### config.mk
export PLATFORM = sky130hd
export DESIGN_NAME = act_interp_pipe
export DESIGN_NICKNAME = d
export VERILOG_FILES = /design/src/rtl/act_pkg.sv /design/src/rtl/act_lut.sv /design/src/rtl/act_interp_pipe.sv
export SDC_FILE = /design/constraint.sdc
export NUM_CORES = 1
export LEC_CHECK = 0
export CAP_MARGIN = 20
export CORE_ASPECT_RATIO = 1.75
export CORE_UTILIZATION = 50
export DETAILED_ROUTE_END_ITERATION = 6
export PLACE_DENSITY = 0.69
export SYNTH_ARGS = -nofsm -noshare
export SYNTH_HDL_FRONTEND = slang
export SYNTH_SLANG_ARGS = --single-unit
export TNS_END_PERCENT = 50
### constraint.sdc
create_clock -name clk -period 4.45 [get_ports clk]
set_input_delay 1.1125 -clock clk [delete_from_list [all_inputs] [get_ports clk]]
set_output_delay 1.1125 -clock clk [all_outputs]
set_load 0.02 [all_outputs]
### src/rtl/act_pkg.sv
// Shared mode encodings and elaboration-time generators for the sigmoid/tanh tables.
// Exponentials use 64-bit fixed-point integer math so that table contents are plain constants.
package act_pkg;

    localparam logic MODE_SIGMOID = 1'b0;
    localparam logic MODE_TANH    = 1'b1;

    localparam int     EXP_SHIFT = 24;
    localparam longint EXP_ONE   = longint'(1) << EXP_SHIFT;
    localparam longint EXP_M1    = 64'sd6171993;  // e^-1 scaled by 2^24

    function automatic longint exp_neg(input int k);
        longint acc = EXP_ONE;
        for (int j = 0; j < k; j++) begin
            acc = (acc * EXP_M1) >>> EXP_SHIFT;
        end
        return acc;
    endfunction

    // Round-half-up of num/den scaled by 2^frac_w, for non-negative operands.
    function automatic int round_div(input longint num, input longint den, input int frac_w);
        return int'(((num <<< (frac_w + 1)) + den) / (den <<< 1));
    endfunction

    function automatic int lut_entry(input logic mode, input int idx, input int addr_w,
                                     input int frac_w, input int data_w);
        int     x;
        int     ax;
        int     v;
        int     hi;
        longint e;
        x  = (idx >= (1 << (addr_w - 1))) ? idx - (1 << addr_w) : idx;
        ax = (x < 0) ? -x : x;
        if (mode == MODE_TANH) begin
            e = exp_neg(2 * ax);
            v = round_div(EXP_ONE - e, EXP_ONE + e, frac_w);
            if (x < 0) v = -v;
        end else begin
            e = exp_neg(ax);
            v = round_div((x < 0) ? e : EXP_ONE, EXP_ONE + e, frac_w);
        end
        hi = (1 << (data_w - 1)) - 1;
        if (v > hi) v = hi;
        if (v < -hi - 1) v = -hi - 1;
        return v;
    endfunction

endpackage

### src/rtl/act_lut.sv
// Dual activation table: returns the entry at addr and its upper neighbour for interpolation.
// The neighbour of the most positive address is clamped to itself instead of wrapping negative.
module act_lut
    import act_pkg::*;
#(
    parameter int DATA_W = 8,
    parameter int FRAC_W = 4
) (
    input  logic [DATA_W-FRAC_W-1:0] addr,
    input  logic                     mode,
    output logic [DATA_W-1:0]        base,
    output logic [DATA_W-1:0]        nxt
);

    localparam int ADDR_W = DATA_W - FRAC_W;
    localparam int DEPTH  = 1 << ADDR_W;
    localparam logic [ADDR_W-1:0] TOP_ADDR = {1'b0, {(ADDR_W-1){1'b1}}};

    logic [DATA_W-1:0] tab_sig  [DEPTH];
    logic [DATA_W-1:0] tab_tanh [DEPTH];
    logic [ADDR_W-1:0] addr_up;

    for (genvar i = 0; i < DEPTH; i++) begin : g_tab
        localparam int SIG_V  = lut_entry(MODE_SIGMOID, i, ADDR_W, FRAC_W, DATA_W);
        localparam int TANH_V = lut_entry(MODE_TANH, i, ADDR_W, FRAC_W, DATA_W);
        assign tab_sig[i]  = DATA_W'(SIG_V);
        assign tab_tanh[i] = DATA_W'(TANH_V);
    end

    always_comb begin
        addr_up = addr + 1'b1;
        base    = (mode == MODE_TANH) ? tab_tanh[addr] : tab_sig[addr];
        nxt     = (mode == MODE_TANH) ? tab_tanh[addr_up] : tab_sig[addr_up];
        if (addr == TOP_ADDR) nxt = base;
    end

endmodule

### src/rtl/act_interp_pipe.sv
// Three-stage piecewise-linear sigmoid/tanh evaluator with valid/ready flow control.
// Each stage advances independently when it is empty or its successor moves, so bubbles collapse.
module act_interp_pipe
    import act_pkg::*;
#(
    parameter int DATA_W = 8,
    parameter int FRAC_W = 4
) (
    input  logic              clk,
    input  logic              rst,
    input  logic              in_valid,
    output logic              in_ready,
    input  logic [DATA_W-1:0] in_z,
    input  logic              in_mode,
    output logic              out_valid,
    input  logic              out_ready,
    output logic [DATA_W-1:0] out_a,
    output logic              busy
);

    localparam int PROD_W = DATA_W + FRAC_W + 1;

    function automatic logic signed [PROD_W-1:0] mul_rem(input logic signed [DATA_W:0] d,
                                                         input logic [FRAC_W-1:0] r);
        logic signed [PROD_W-1:0] de;
        logic signed [PROD_W-1:0] re;
        de = PROD_W'(d);
        re = $signed(PROD_W'(r));
        return de * re;
    endfunction

    function automatic logic signed [DATA_W-1:0] sat_data(input logic signed [PROD_W-1:0] v);
        logic signed [PROD_W-1:0] hi;
        logic signed [PROD_W-1:0] lo;
        hi = PROD_W'({1'b0, {(DATA_W-1){1'b1}}});
        lo = ~hi;
        if (v > hi) return hi[DATA_W-1:0];
        if (v < lo) return lo[DATA_W-1:0];
        return v[DATA_W-1:0];
    endfunction

    logic signed [DATA_W-1:0] lut_base;
    logic signed [DATA_W-1:0] lut_nxt;
    logic en_p1, en_p2, en_p3;

    logic vld_p1_q, vld_p1_d, vld_p2_q, vld_p2_d, vld_p3_q, vld_p3_d;
    logic signed [DATA_W-1:0] base_p1_q, base_p1_d, base_p2_q, base_p2_d;
    logic signed [DATA_W:0]   diff_p1_q, diff_p1_d;
    logic [FRAC_W-1:0]        rem_p1_q, rem_p1_d;
    logic signed [PROD_W-1:0] prod_p2_q, prod_p2_d;
    logic signed [DATA_W-1:0] out_a_q, out_a_d;

    act_lut #(.DATA_W(DATA_W), .FRAC_W(FRAC_W)) u_lut (
        .addr (in_z[DATA_W-1:FRAC_W]),
        .mode (in_mode),
        .base (lut_base),
        .nxt  (lut_nxt)
    );

    always_comb begin
        en_p3 = !vld_p3_q || out_ready;
        en_p2 = !vld_p2_q || en_p3;
        en_p1 = !vld_p1_q || en_p2;
        in_ready = en_p3;

        vld_p1_d  = vld_p1_q;
        base_p1_d = base_p1_q;
        diff_p1_d = diff_p1_q;
        rem_p1_d  = rem_p1_q;
        vld_p2_d  = vld_p2_q;
        base_p2_d = base_p2_q;
        prod_p2_d = prod_p2_q;
        vld_p3_d  = vld_p3_q;
        out_a_d   = out_a_q;

        // S1: table lookup, neighbour difference and remainder
        if (en_p1) begin
            vld_p1_d  = in_valid && in_ready;
            base_p1_d = lut_base;
            diff_p1_d = {lut_nxt[DATA_W-1], lut_nxt} - {lut_base[DATA_W-1], lut_base};
            rem_p1_d  = in_z[FRAC_W-1:0];
        end
        // S2: slope times remainder
        if (en_p2) begin
            vld_p2_d  = vld_p1_q;
            base_p2_d = base_p1_q;
            prod_p2_d = mul_rem(diff_p1_q, rem_p1_q);
        end
        // S3: floor-shifted add and saturation
        if (en_p3) begin
            vld_p3_d = vld_p2_q;
            out_a_d  = sat_data(PROD_W'(base_p2_q) + (prod_p2_q >>> FRAC_W));
        end
    end

    always_ff @(posedge clk or posedge rst) begin
        if (rst) begin
            vld_p1_q <= 1'b0;
            vld_p2_q <= 1'b0;
            vld_p3_q <= 1'b0;
            out_a_q  <= '0;
        end else begin
            vld_p1_q <= vld_p1_d;
            vld_p2_q <= vld_p2_d;
            vld_p3_q <= vld_p3_d;
            out_a_q  <= out_a_d;
        end
    end

    always_ff @(posedge clk) begin
        base_p1_q <= base_p1_d;
        diff_p1_q <= diff_p1_d;
        rem_p1_q  <= rem_p1_d;
        base_p2_q <= base_p2_d;
        prod_p2_q <= prod_p2_d;
    end

    assign out_valid = vld_p3_q;
    assign out_a     = out_a_q;
    assign busy      = vld_p1_q || vld_p2_q || vld_p3_q;

endmodule

==> impl_metrics.toml, run 1 <==
[placement]
dp.cells = 467
port_buffers = 23
hpwlAfterDp_um = 5620
gp_congestion = 0.778

[routing]
drt_first_pass_iters = 4
routedWlPerCell_um = 14.1
vias_per_cell = 5.50
drt_iter0_markers = 62
num_vias = 2612
drc = 0
drtAntennaViolNets = 0
wirelength_um = 6710

[yosys]
synth-async-reset-ratio_pct = 24.4
synth-compound-area-share_pct = 14.2
ys_ff_latch = 45
synth_mux_area_share_pct = 0.302
synth_warnings = 0
synthFlopType = "edfxtp_1"
synthCells = 356
syn_area_per_cell_um2 = 10.5
synth-simple-area-share_pct = 13.9
synthAdderAreaFrac_pct = 25.3
synth_edf_count = 34
synth_xor_area_share_pct = 5.84
netlist-cell-type-count = 53
syn-num-nets = 433
yosys-top-cells-area = "edfxtp_1, ha_1, fa_1"
netlist_area_um2 = 3730
synth_top_area_cell = "edfxtp_1"
yosysSeqAreaShare_pct = 34.8
synth_top_family_by_area = "adder cells"
yosys.area.top_type_share_pct = 27.4

[final_layout]
num-nets-final = 465
utilization_pct = 58.6
mostFrequentLayoutCells = "inv_1, ha_1, edfxtp_1"
mostFrequentLayoutCell = "inv_1"
layout-drive-gt1-share_pct = 6.68
fillCellCount = 618
n_antenna_cell = 0
area_growth_pct = 13.7
fin_cells = 475

[die]
die_x_um = 67.3
rows = 41
die_height_um = 116
coreArea_um2 = 7230
start_util_pct = 51.5
dieArea_um2 = 7820
io_pins = 24

[worst_setup_path]
path_class = "flop to flop"
path_cells = "and2_1, ha_1, fa_1, inv_1, fa_1, inv_1, ha_1, nand2_1, o32ai_1, nor2_1, o21ai_0, a31oi_1, xnor2_1"
worst_setup_path_end_kind = "flop"
critical_path.slowest_cell = "fa_1"
cp-start-kind = "flop"
worst_ep_arrival_time_ns = 4.18
required_ns = 4.49
max_stage_delay_ns = 0.54
worst-path-max-fanout = 9

[clock_tree]
cts-root-buf = "clkbuf_16"
post_cts_buffers = 0
cts_tree = "built"
clock_sinks = 45
htreeDepth = 2
hold_buffers = 0
worstSkewPairLatency_ns = 0.29
clk_path_buf_depth = 2
cts.reportedPaths.clkPinSlew_ns = 0.06
cts_buffers = 5
ctsResizeCount = 0

[grt]
grt_usage_pct = 19.9
grt_pass1_wl_um = 11600
grt_max_degree = 21
grt_pass1_vias = 2791
antenna_found_initial = 0
grt-ovfl-total = 0

[sta]
grt_setup_unrepaired = "false"
min_period_ns = 4.13
tightest_slew_ns = 0.999
fmax_ghz = 0.242
clock_skew_ns = 0.00503
setup_tns_ns = 0
setup_viol = 0
hold_viol = 0
max_slew_margin_pct = 33.2
fin_crit_sh_pct = 92.9
slew_viol_final = 0

[run]
drv_cap = 0

[pwr]
leakage_nw = 1.95
power_density_nw_per_um2 = 610
ir_worst_vdd_v = 0.000276

[min_path]
min_path_type = "flop to flop"

[run_status]
status = "complete, no violations"
through the flow:
stage                     hold WS (ns)  instance area, um^2  setup slack [ns]  power (mW)
after detailed placement         0.420                 4090             0.121        2.24
after floorplan                  0.400                 3730             0.763        1.89
after global placement           0.402                 4090             0.164        2.19
final                            0.435                 4240             0.317        2.58
after global routing             0.446                 4240            0.0372        2.82
after CTS                        0.437                 4240             0.266        2.62
layout make-up:
| class | count | area, um^2 | share of cell area (%) |
|---|---|---|---|
| timing repair buffer | 29 | 275 | 6.50 |
| tap | 86 | 108 | 2.54 |
| multi-input combinational | 255 | 2220 | 52.4 |
| clock inverter | 3 | 16.3 | 0.384 |
| inverter | 52 | 195 | 4.61 |
| sequential | 45 | 1300 | 30.6 |
| clock buffer | 5 | 125 | 2.95 |
report_power, final:
group / total [mW] / switching [mW] / internal (mW)
Combinational: 1.49 / 0.798 / 0.695
Sequential: 0.727 / 0.0770 / 0.650
Clock: 0.362 / 0.156 / 0.206
Total: 2.58 / 1.03 / 1.55
final timing paths:
| kind | cells after the start | endpoint | slack (ns) | start |
|---|---|---|---|---|
| worst max-delay path | 13 | prod_p2_q[12]$_DFFE_PP_ | 0.32 | rem_p1_q[2]$_DFFE_PP_ |
| worst min-delay path | 0 | base_p2_q[3]$_DFFE_PP_ | 0.43 | base_p1_q[3]$_DFFE_PP_ |
| worst max register to register | 13 | prod_p2_q[12]$_DFFE_PP_ | 0.32 | rem_p1_q[2]$_DFFE_PP_ |
| min in group asynchronous | 2 | out_a[5]$_DFFE_PP0N_ | 1.10 | rst |
| max in group asynchronous | 2 | out_a[4]$_DFFE_PP0N_ | 3.06 | rst |
| worst min register to register | 0 | base_p2_q[3]$_DFFE_PP_ | 0.43 | base_p1_q[3]$_DFFE_PP_ |
critical path: cells and delay by family, from the launching register on:
family	cells	cell delay (ns)
xor+xnor	1	0.14
simple gates	3	0.41
flops	1	0.51
buf+inv	2	0.09
compound gates	3	1.04
fa+ha+maj	4	1.70
sequential cells by signal, summed over array words and instances, names as in the netlist:
name / count
diff_p1_q: 9
out_valid: 1
base_p1_q: 6
rem_p1_q: 4
prod_p2_q: 9
vld_p2_q: 1
out_a: 8
base_p2_q: 6
vld_p1_q: 1
cells in the mapped netlist (2+ instances only):
library cell and count:
a211oi_2 2, a21o_1 10, a21oi_1 9, a221o_1 6
a31oi_1 5, and2_1 23, and3_1 3, clkbuf_1 4
dfrtp_1 11, edfxtp_1 34, fa_1 19, ha_1 45
inv_1 52, nand2_1 25, nand2b_1 6, nand3_1 5
nand4_1 2, nor2_1 19, nor2b_1 5, nor3_1 3
o21ai_0 13, o31ai_1 2, or3_1 2, xnor2_1 16
xor2_1 7
metal layers:
layer	up-vias	part of all wire, %	track usage (%)
met3	20	2.3	3.42
met4	0	4.2	11.1
met1	1248	33	16.0
met5	-	0	0
met2	46	61	41.5
li1	1298	-	-
cell families (layout without fill, tap and decap cells):
logic type | Yosys count | in the layout
and+or+nand+nor | 100 | 100
AOI/OAI and AO/OA | 66 | 66
adders and majority gates | 64 | 64
buffers and inverters | 56 | 89
DFF | 45 | 45
xor gates and xnor gates | 24 | 24
muxes | 1 | 1
Power figures use the tool's default switching activity.
==> run 2: changes to the inputs <==
--- a/config.mk
+++ b/config.mk
@@ -5,9 +5,9 @@
 export SDC_FILE = /design/constraint.sdc
 export NUM_CORES = 1
 export LEC_CHECK = 0
-export CAP_MARGIN = 20
 export CORE_ASPECT_RATIO = 1.75
 export CORE_UTILIZATION = 50
+export CTS_CLUSTER_DIAMETER = 50
 export DETAILED_ROUTE_END_ITERATION = 6
 export PLACE_DENSITY = 0.69
 export SYNTH_ARGS = -nofsm -noshare
==> results of run 2 <==
The final DEF is identical to that of run 1; final timing and power are the same.
